<file path="src/rtl/result_uart_tx.sv">
// result_uart_tx: buffers words written from BusC in a small circular FIFO
// and sends each one as an 8N1 UART frame (LSB first) on sTx.
// Frames queued behind one another go out with no idle gap between them.
module result_uart_tx #(
   parameter int CLK_FREQ  = 50000000,
   parameter int BAUD      = 115200,
   parameter int DATAWIDTH = 8,
   parameter int FIFODEPTH = 4
) (
   input  logic                 clk,
   input  logic                 lowRst,
   input  logic                 lowWr,
   input  logic [DATAWIDTH-1:0] DataIn,
   output logic                 sTx,
   output logic                 sBusy,
   output logic                 sEmpty,
   output logic                 sFull,
   output logic                 sDrop
);

   localparam int DIV  = CLK_FREQ / BAUD;
   localparam int CW   = (DIV > 1) ? $clog2(DIV) : 1;
   localparam int PW   = $clog2(FIFODEPTH);
   localparam int CNTW = PW + 1;
   localparam logic [CW-1:0]   TMAX = CW'(DIV - 1);
   localparam logic [CNTW-1:0] CMAX = CNTW'(FIFODEPTH);

   typedef enum logic [1:0] {
      IDLE  = 2'd0,
      START = 2'd1,
      DATA  = 2'd2,
      STOP  = 2'd3
   } state_t;

   // FSM registers and their next values
   state_t               r_state, w_state_nxt;
   logic [CW-1:0]        r_timer, w_timer_nxt;
   logic [2:0]           r_idx,   w_idx_nxt;
   logic [DATAWIDTH-1:0] r_sh,    w_sh_nxt;
   logic                 r_tx,    w_tx_nxt;

   // FIFO storage and bookkeeping
   logic [DATAWIDTH-1:0] r_mem [FIFODEPTH];
   logic [PW-1:0]        r_wptr;
   logic [PW-1:0]        r_rptr;
   logic [CNTW-1:0]      r_count;
   logic                 r_drop;

   logic w_empty;
   logic w_full;
   logic w_bit_end;
   logic w_pop;
   logic w_wr_ok;

   assign w_empty   = (r_count == '0);
   assign w_full    = (r_count == CMAX);
   assign w_bit_end = (r_timer == TMAX);

   // A write is taken when there is room, or when a pop frees a slot in the same cycle
   assign w_wr_ok = !lowWr && (!w_full || w_pop);

   assign sTx    = r_tx;
   assign sBusy  = (r_state != IDLE);
   assign sEmpty = w_empty;
   assign sFull  = w_full;
   assign sDrop  = r_drop;

   // Next-state logic: bit timing, shifting, FIFO pops and the registered line value
   always_comb begin
      w_state_nxt = r_state;
      w_timer_nxt = w_bit_end ? '0 : r_timer + CW'(1);
      w_idx_nxt   = r_idx;
      w_sh_nxt    = r_sh;
      w_pop       = 1'b0;
      case (r_state)
         IDLE: begin
            w_timer_nxt = '0;
            if (!w_empty) begin
               w_pop       = 1'b1;
               w_sh_nxt    = r_mem[r_rptr];
               w_state_nxt = START;
            end
         end
         START: begin
            if (w_bit_end) begin
               w_state_nxt = DATA;
               w_idx_nxt   = 3'd0;
            end
         end
         DATA: begin
            if (w_bit_end) begin
               w_sh_nxt  = {1'b0, r_sh[DATAWIDTH-1:1]};
               w_idx_nxt = r_idx + 3'd1;
               if (r_idx == 3'd7) begin
                  w_state_nxt = STOP;
               end
            end
         end
         STOP: begin
            if (w_bit_end) begin
               if (!w_empty) begin
                  // chain straight into the next start bit
                  w_pop       = 1'b1;
                  w_sh_nxt    = r_mem[r_rptr];
                  w_state_nxt = START;
               end else begin
                  w_state_nxt = IDLE;
               end
            end
         end
         default: begin
            w_state_nxt = IDLE;
            w_timer_nxt = '0;
         end
      endcase

      // The line is registered from the state being entered, so sTx never glitches
      case (w_state_nxt)
         START:   w_tx_nxt = 1'b0;
         DATA:    w_tx_nxt = w_sh_nxt[0];
         default: w_tx_nxt = 1'b1;
      endcase
   end

   // FSM state register; reset abandons any partial frame and idles the line high
   always_ff @(posedge clk) begin
      if (!lowRst) begin
         r_state <= IDLE;
         r_timer <= '0;
         r_idx   <= 3'd0;
         r_sh    <= '0;
         r_tx    <= 1'b1;
      end else begin
         r_state <= w_state_nxt;
         r_timer <= w_timer_nxt;
         r_idx   <= w_idx_nxt;
         r_sh    <= w_sh_nxt;
         r_tx    <= w_tx_nxt;
      end
   end

   // FIFO pointers, occupancy count and the sticky overflow flag
   always_ff @(posedge clk) begin
      if (!lowRst) begin
         r_wptr  <= '0;
         r_rptr  <= '0;
         r_count <= '0;
         r_drop  <= 1'b0;
      end else begin
         if (w_wr_ok) begin
            r_wptr <= r_wptr + PW'(1);
         end
         if (w_pop) begin
            r_rptr <= r_rptr + PW'(1);
         end
         case ({w_wr_ok, w_pop})
            2'b10:   r_count <= r_count + CNTW'(1);
            2'b01:   r_count <= r_count - CNTW'(1);
            default: r_count <= r_count;
         endcase
         if (!lowWr && w_full && !w_pop) begin
            r_drop <= 1'b1;
         end
      end
   end

   // FIFO storage; contents need no reset because the pointers and count do
   always_ff @(posedge clk) begin
      if (lowRst && w_wr_ok) begin
         r_mem[r_wptr] <= DataIn;
      end
   end

endmodule

</file>
<file path="config.mk">
export PLATFORM = sky130hd
export DESIGN_NAME = result_uart_tx
export DESIGN_NICKNAME = d
export VERILOG_FILES = /design/src/rtl/result_uart_tx.sv
export SDC_FILE = /design/constraint.sdc
export NUM_CORES = 1
export LEC_CHECK = 0
export ABC_AREA = 0
export CORE_MARGIN = 2
export CORE_UTILIZATION = 59
export CTS_CLUSTER_DIAMETER = 60
export DETAILED_ROUTE_END_ITERATION = 10
export HOLD_SLACK_MARGIN = 0.08
export PLACE_DENSITY = 0.85
export RECOVER_POWER = 50
export SLEW_MARGIN = 20
export SYNTH_ARGS = -nofsm -noshare
export SYNTH_HDL_FRONTEND = slang
export SYNTH_SLANG_ARGS = --single-unit
</file>
<file path="constraint.sdc">
create_clock -name clk -period 2.46 [get_ports clk]
set_input_delay 0.369 -clock clk [delete_from_list [all_inputs] [get_ports clk]]
set_output_delay 0.369 -clock clk [all_outputs]
set_load 0.02 [all_outputs]
</file>
Yosys cells after proc, flatten, opt, wreduce, memory -nomap -nowiden --
Memories as Yosys holds them, arrays and structs flattened. A register that Yosys moved wholly into a read port is not among the register bits. Cells that the tools add are included.
Storage, ports and cells: flip-flop bits (word level) 31, bits in latches 0, bits in writable memories 32, ROM bits 0, output and inout bits 5, memories kept 1
Memories:
- r_mem | words 4, width 8, rd ports 1, clocked after Yosys merged registers in 1, write ports 1, RTL line 43 | logic [DATAWIDTH-1:0] r_mem [FIFODEPTH];
Cells by class: add/subtract/negate cells 6, multipliers 0, div/mod/pow operators 0, $lt $le $gt $ge 0, equal/unequal tests 13, shifts and indexed selects 0, multiplexer cells 23, bitwise logic cells 1, reductions and logical operators 17
Operator list (number):
- $mux W8 | 3
- $pmux W8 S3 | 1
- $mux W2 | 7
- $pmux W3 S2 | 2
- $add A9 B1 Y9 const B | 1
- $eq A9 B9 Y1 const B | 1
- $eq A2 B2 Y1 const B | 4
- $pmux W2 S4 | 1
- $add A3 B1 Y3 const B | 2
- $eq A2 B1 Y1 const B | 3
- $eq A3 B3 Y1 const B | 2
- $mux W3 | 2
- $ne A2 B2 Y1 const B | 3
- $reduce_and A3 Y1 | 2
- $reduce_bool A2 Y1 | 3
- $mux W1 | 5
- $add A2 B1 Y2 const B | 2
- $logic_and A1 B1 Y1 | 4
- $pmux W1 S2 | 2
- $logic_not A1 Y1 | 3
- $logic_not A3 Y1 | 1
- $reduce_bool A3 Y1 | 1
- $reduce_or A3 Y1 | 1
- $sub A3 B1 Y3 const B | 1
- other kinds (3) | 3

Longest topological paths before layout --
word-level depth 9, gate-level depth with buffers 10, gate-level depth less buffers 10

Worst setup path before layout --
OpenSTA, ideal clock, no wires.
path type register to register, from register r_timer[0], to memory r_mem[2][0], enable pin, library setup time 0.332 ns, arrival time 1.760 ns, data required time 2.128 ns, path slack 0.368 ns, stages on the path, launching flop included 7, path through dfxtp_1 ha_1 and4_1 a31oi_4 or2_4 a21oi_4 and3_1
Between the ends: word-level cells in the longest chain between the ends 8
RTL lines:
- start, declared | RTL line 37 | logic [CW-1:0] r_timer, w_timer_nxt;
- start signal, assigned | RTL line 135 | r_timer <= w_timer_nxt;
- $eq A9 B9 Y1 | RTL line 57 | assign w_bit_end = (r_timer == TMAX);
- $mux W1 | RTL line 100 | if (w_bit_end) begin
- $pmux W1 S2 | RTL line 75 | case (r_state)
- $logic_or A1 B1 Y1 | RTL line 60 | assign w_wr_ok = !lowWr && (!w_full || w_pop);
- $logic_and A1 B1 Y1 | RTL line 60
- $logic_and A1 B1 Y1 | RTL line 169 | if (lowRst && w_wr_ok) begin
- $mux W1 | RTL line 169
- $mux W1 (implied by the code) | RTL line 170 | r_mem[r_wptr] <= DataIn;
- end, declared | RTL line 43
Every way passes these cells.

Worst setup path in the final report --
from register r_count[1], to output sEmpty
Between the ends: word-level cells in the longest chain between the ends 1
RTL lines:
- start, declared | RTL line 46 | logic [CNTW-1:0] r_count;
- start signal, assigned | RTL line 157 | 2'b10: r_count <= r_count + CNTW'(1);
- start signal, assigned | RTL line 158 | 2'b01: r_count <= r_count - CNTW'(1);
- start signal, assigned | RTL line 159 | default: r_count <= r_count;
- $logic_not A3 Y1 | RTL line 55 | assign w_empty = (r_count == '0);
- end, declared | RTL line 16 | output logic sEmpty,
Every way passes these cells.

==> impl_metrics.toml <==
[status]
outcome = "finished clean"

[timing]
setup_slack_ns = 0.115
fin_skew_ns = 0.00662
fmax_mhz = 426
hold_violations = 0
tightest_slew_ns = 0.557
period_minus_slack_ns = 2.35
setup_tns_ns = 0
slew_headroom = 0.627
period_share = 0.953
finalSetupViolCount = 0
report.final.slew_viol_count = 0
rsz0062_at_grt = "no"

[worst_setup_path]
crit_type = "register to output port"
slowest_stage = "clkdlybuf4s50_1"
crit_fanout = 6
crit_path_cell_trace = "or3_1 > buf_4 > inv_1 > clkdlybuf4s50_1"
crit_arrival_ns = 1.98
crit_path_end_kind = "output port"
start_kind = "register"
cp.required_ns = 2.09
cp_slowest_stage_delay_ns = 0.61
worstRegToRegCells = 6

[logic_synthesis]
async_flop_share = 0
netlist_area_um2 = 2980
synth-seq-cells = 65
ys.flop_type = "dfxtp_1"
avgSynthCellArea_um2 = 11.7
ys_warn_count = 0
ys_types = 47
syn_nets = 281
ys_seq_area_frac = 0.545
synth_edf_count = 32
synth_cells = 255

[floorplanning]
start_util = 0.622
fp-row-count = 25
die-height_um = 75.0
io_pins = 16
die-area_um2 = 5630
core-area_um2 = 4790
die_x_um = 75.0

[placement]
gp_congestion = 0.848
port_buffers = 15
hpwlAfterDp_um = 4040
dpl_cell_area_um2 = 3210
pre_cts_ws_ns = 0.0736

[layout]
fill_cells = 324
n_antenna_cell = 0
drive_above_1_share = 0.157
final_util = 0.717
final_nets = 302
post-route-cell-area_um2 = 3430
area_delta_synth_final_pct = 15.3

[routing]
first_iter_violations = 104
wl_per_cell_um = 16.2
drtPass1Iterations = 4
viasPerCell = 5.55
drt_wl_total_um = 5650
ant_nets = 0
vias = 1930
drc_errors = 0

[clocking]
root_buffer = "clkbuf_8"
cts_tree = "yes"
clk_pin_slew_ns = 0.07
clk_path_buf_depth = 2
ctsHoldBuffers = 0
post_cts_buffers = 0
numCtsBuffers = 9
cts_resized = 0
clock_sinks = 65
insertion_delay_ns = 0.34
h-tree-depth = 3

[global_routing]
grt_overflow_total = 0
grt_use_met1 = 0.319
grt.busiest_layer = "met2"
grtUsageMet2 = 0.349
antenna_found_initial = 0
grt_pass1_vias = 1874
met3_usage = 0.0790
grtUsageTotal = 0.234
grt_pass1_wl_um = 9300
grt_max_degree = 18

[power]
total_power_uw = 3330
vdd_drop_max_v = 0.000642
power.density_nw_per_um2 = 971
p_leak_uw = 0.00123

[hold_path]
hold_path.class = "register to register"
whs_path_depth = 2

[job]
maxCapViolCount = 0
==> layout make-up <==
cell class,count,area (µm²),share of cell area
inverter,27,101,0.0295
multi-input combinational,154,1230,0.358
clock inverter,7,93.8,0.0273
clock buffer,9,124,0.0361
sequential,65,1620,0.472
timing repair buffer,19,180,0.0525
tap,67,83.8,0.0244
==> logic make-up (layout without fill, tap and decap cells) <==
| logic type | count (synthesis) | after routing | synth area share |
|---|---|---|---|
| buffers and inverters | 36 | 62 | 0.0462 |
| DFF | 65 | 65 | 0.545 |
| xor gates and xnor gates | 10 | 10 | 0.0294 |
| and+or+nand+nor | 80 | 80 | 0.142 |
| AOI/OAI and AO/OA | 37 | 37 | 0.0983 |
| muxes | 12 | 12 | 0.0739 |
| adders and majority gates | 15 | 15 | 0.0655 |
==> final timing paths <==
path                                start                    end  slack, ns
setup / recovery  r_count[1]$_SDFFE_PN0P_                 sEmpty       0.11
hold / removal       r_sh[6]$_SDFFE_PN0P_   r_sh[5]$_SDFFE_PN0P_       0.46
setup reg to reg    r_state[1]$_SDFF_PN0_  r_mem[1][6]$_DFFE_PP_       0.16
hold reg to reg      r_sh[6]$_SDFFE_PN0P_   r_sh[5]$_SDFFE_PN0P_       0.46
==> critical path: cells and delay by family, from the launching register on <==
kind / cells / cell delay [ns]
buf+inv: 3 / 0.88
simple gates: 1 / 0.41
flops: 1 / 0.34
==> where the power goes <==
group	total [µW]	leakage (µW)	switching (µW)	internal, µW
registers	1380	0.000559	93.3	1280
logic	967	0.000559	537	431
clock network	989	0.000107	420	570
total	3330	0.00123	1050	2280
==> cell usage after synthesis, types with 2 or more instances <==
library cell,instances,area (µm²)
o221ai_1,6,52.6
mux4_2,8,180
and3_1,6,37.5
dfxtp_1,33,661
xor2_1,2,17.5
o21ai_0,8,40.0
edfxtp_1,32,961
nand4_1,2,12.5
nor3_1,4,20.0
nand3_1,6,30.0
ha_1,14,175
nor3b_1,2,15.0
clkbuf_1,6,22.5
xnor2_1,8,70.1
mux2i_1,4,40.0
a31oi_1,3,18.8
buf_2,2,10.0
inv_1,27,101
a311oi_1,2,17.5
nor2_1,22,82.6
a21oi_1,7,35.0
and4_1,2,17.5
nand2_1,22,82.6
o22ai_1,2,12.5
nand2b_1,2,12.5
nor2_2,2,12.5
==> metal layers <==
layer	routed length [µm]	share of wire
met1	2590	0.46
met5	0	0
met4	107	0.019
met3	304	0.054
met2	2650	0.47
==> cell usage in the layout (no fill, tap or decap), types with 2 or more instances in the layout <==
master           synthesis  final
a21oi_1                  7      7
a311oi_1                 2      2
a31oi_1                  3      3
and3_1                   6      2
and3_2                   0      4
and4_1                   2      2
buf_4                    0      4
bufinv_16                0      2
clkbuf_8                 0      9
clkdlybuf4s50_1          0      5
dfxtp_1                 33     33
dlygate4sd3_1            0     10
edfxtp_1                32     32
ha_1                    14     14
inv_1                   27     27
mux2i_1                  4      4
mux4_2                   8      8
nand2_1                 22     22
nand2b_1                 2      2
nand3_1                  6      6
nand4_1                  2      2
nor2_1                  22     22
nor2_4                   1      2
nor3_1                   4      4
nor3b_1                  2      2
o21ai_0                  8      8
o221ai_1                 6      6
o22ai_1                  2      2
xnor2_1                  8      8
xor2_1                   2      2
==> stage by stage <==
stage | hold slack (ns) | std cells
2_1_floorplan | 0.433 | 255
3_3_place_gp | 0.440 | 332
3_5_place_dp | 0.451 | 332
4_1_cts | 0.464 | 348
5_1_grt | 0.486 | 348
6_report | 0.461 | 348
==> registers in the layout, summed over array words and instances (netlist names), named ones only <==
name     count
r_wptr       2
r_state      2
sDrop        1
sTx          1
r_count      3
r_timer      9
r_mem       32
r_rptr       2
r_idx        3
r_sh         8
Note: power is estimated with default switching activity, not from simulation.
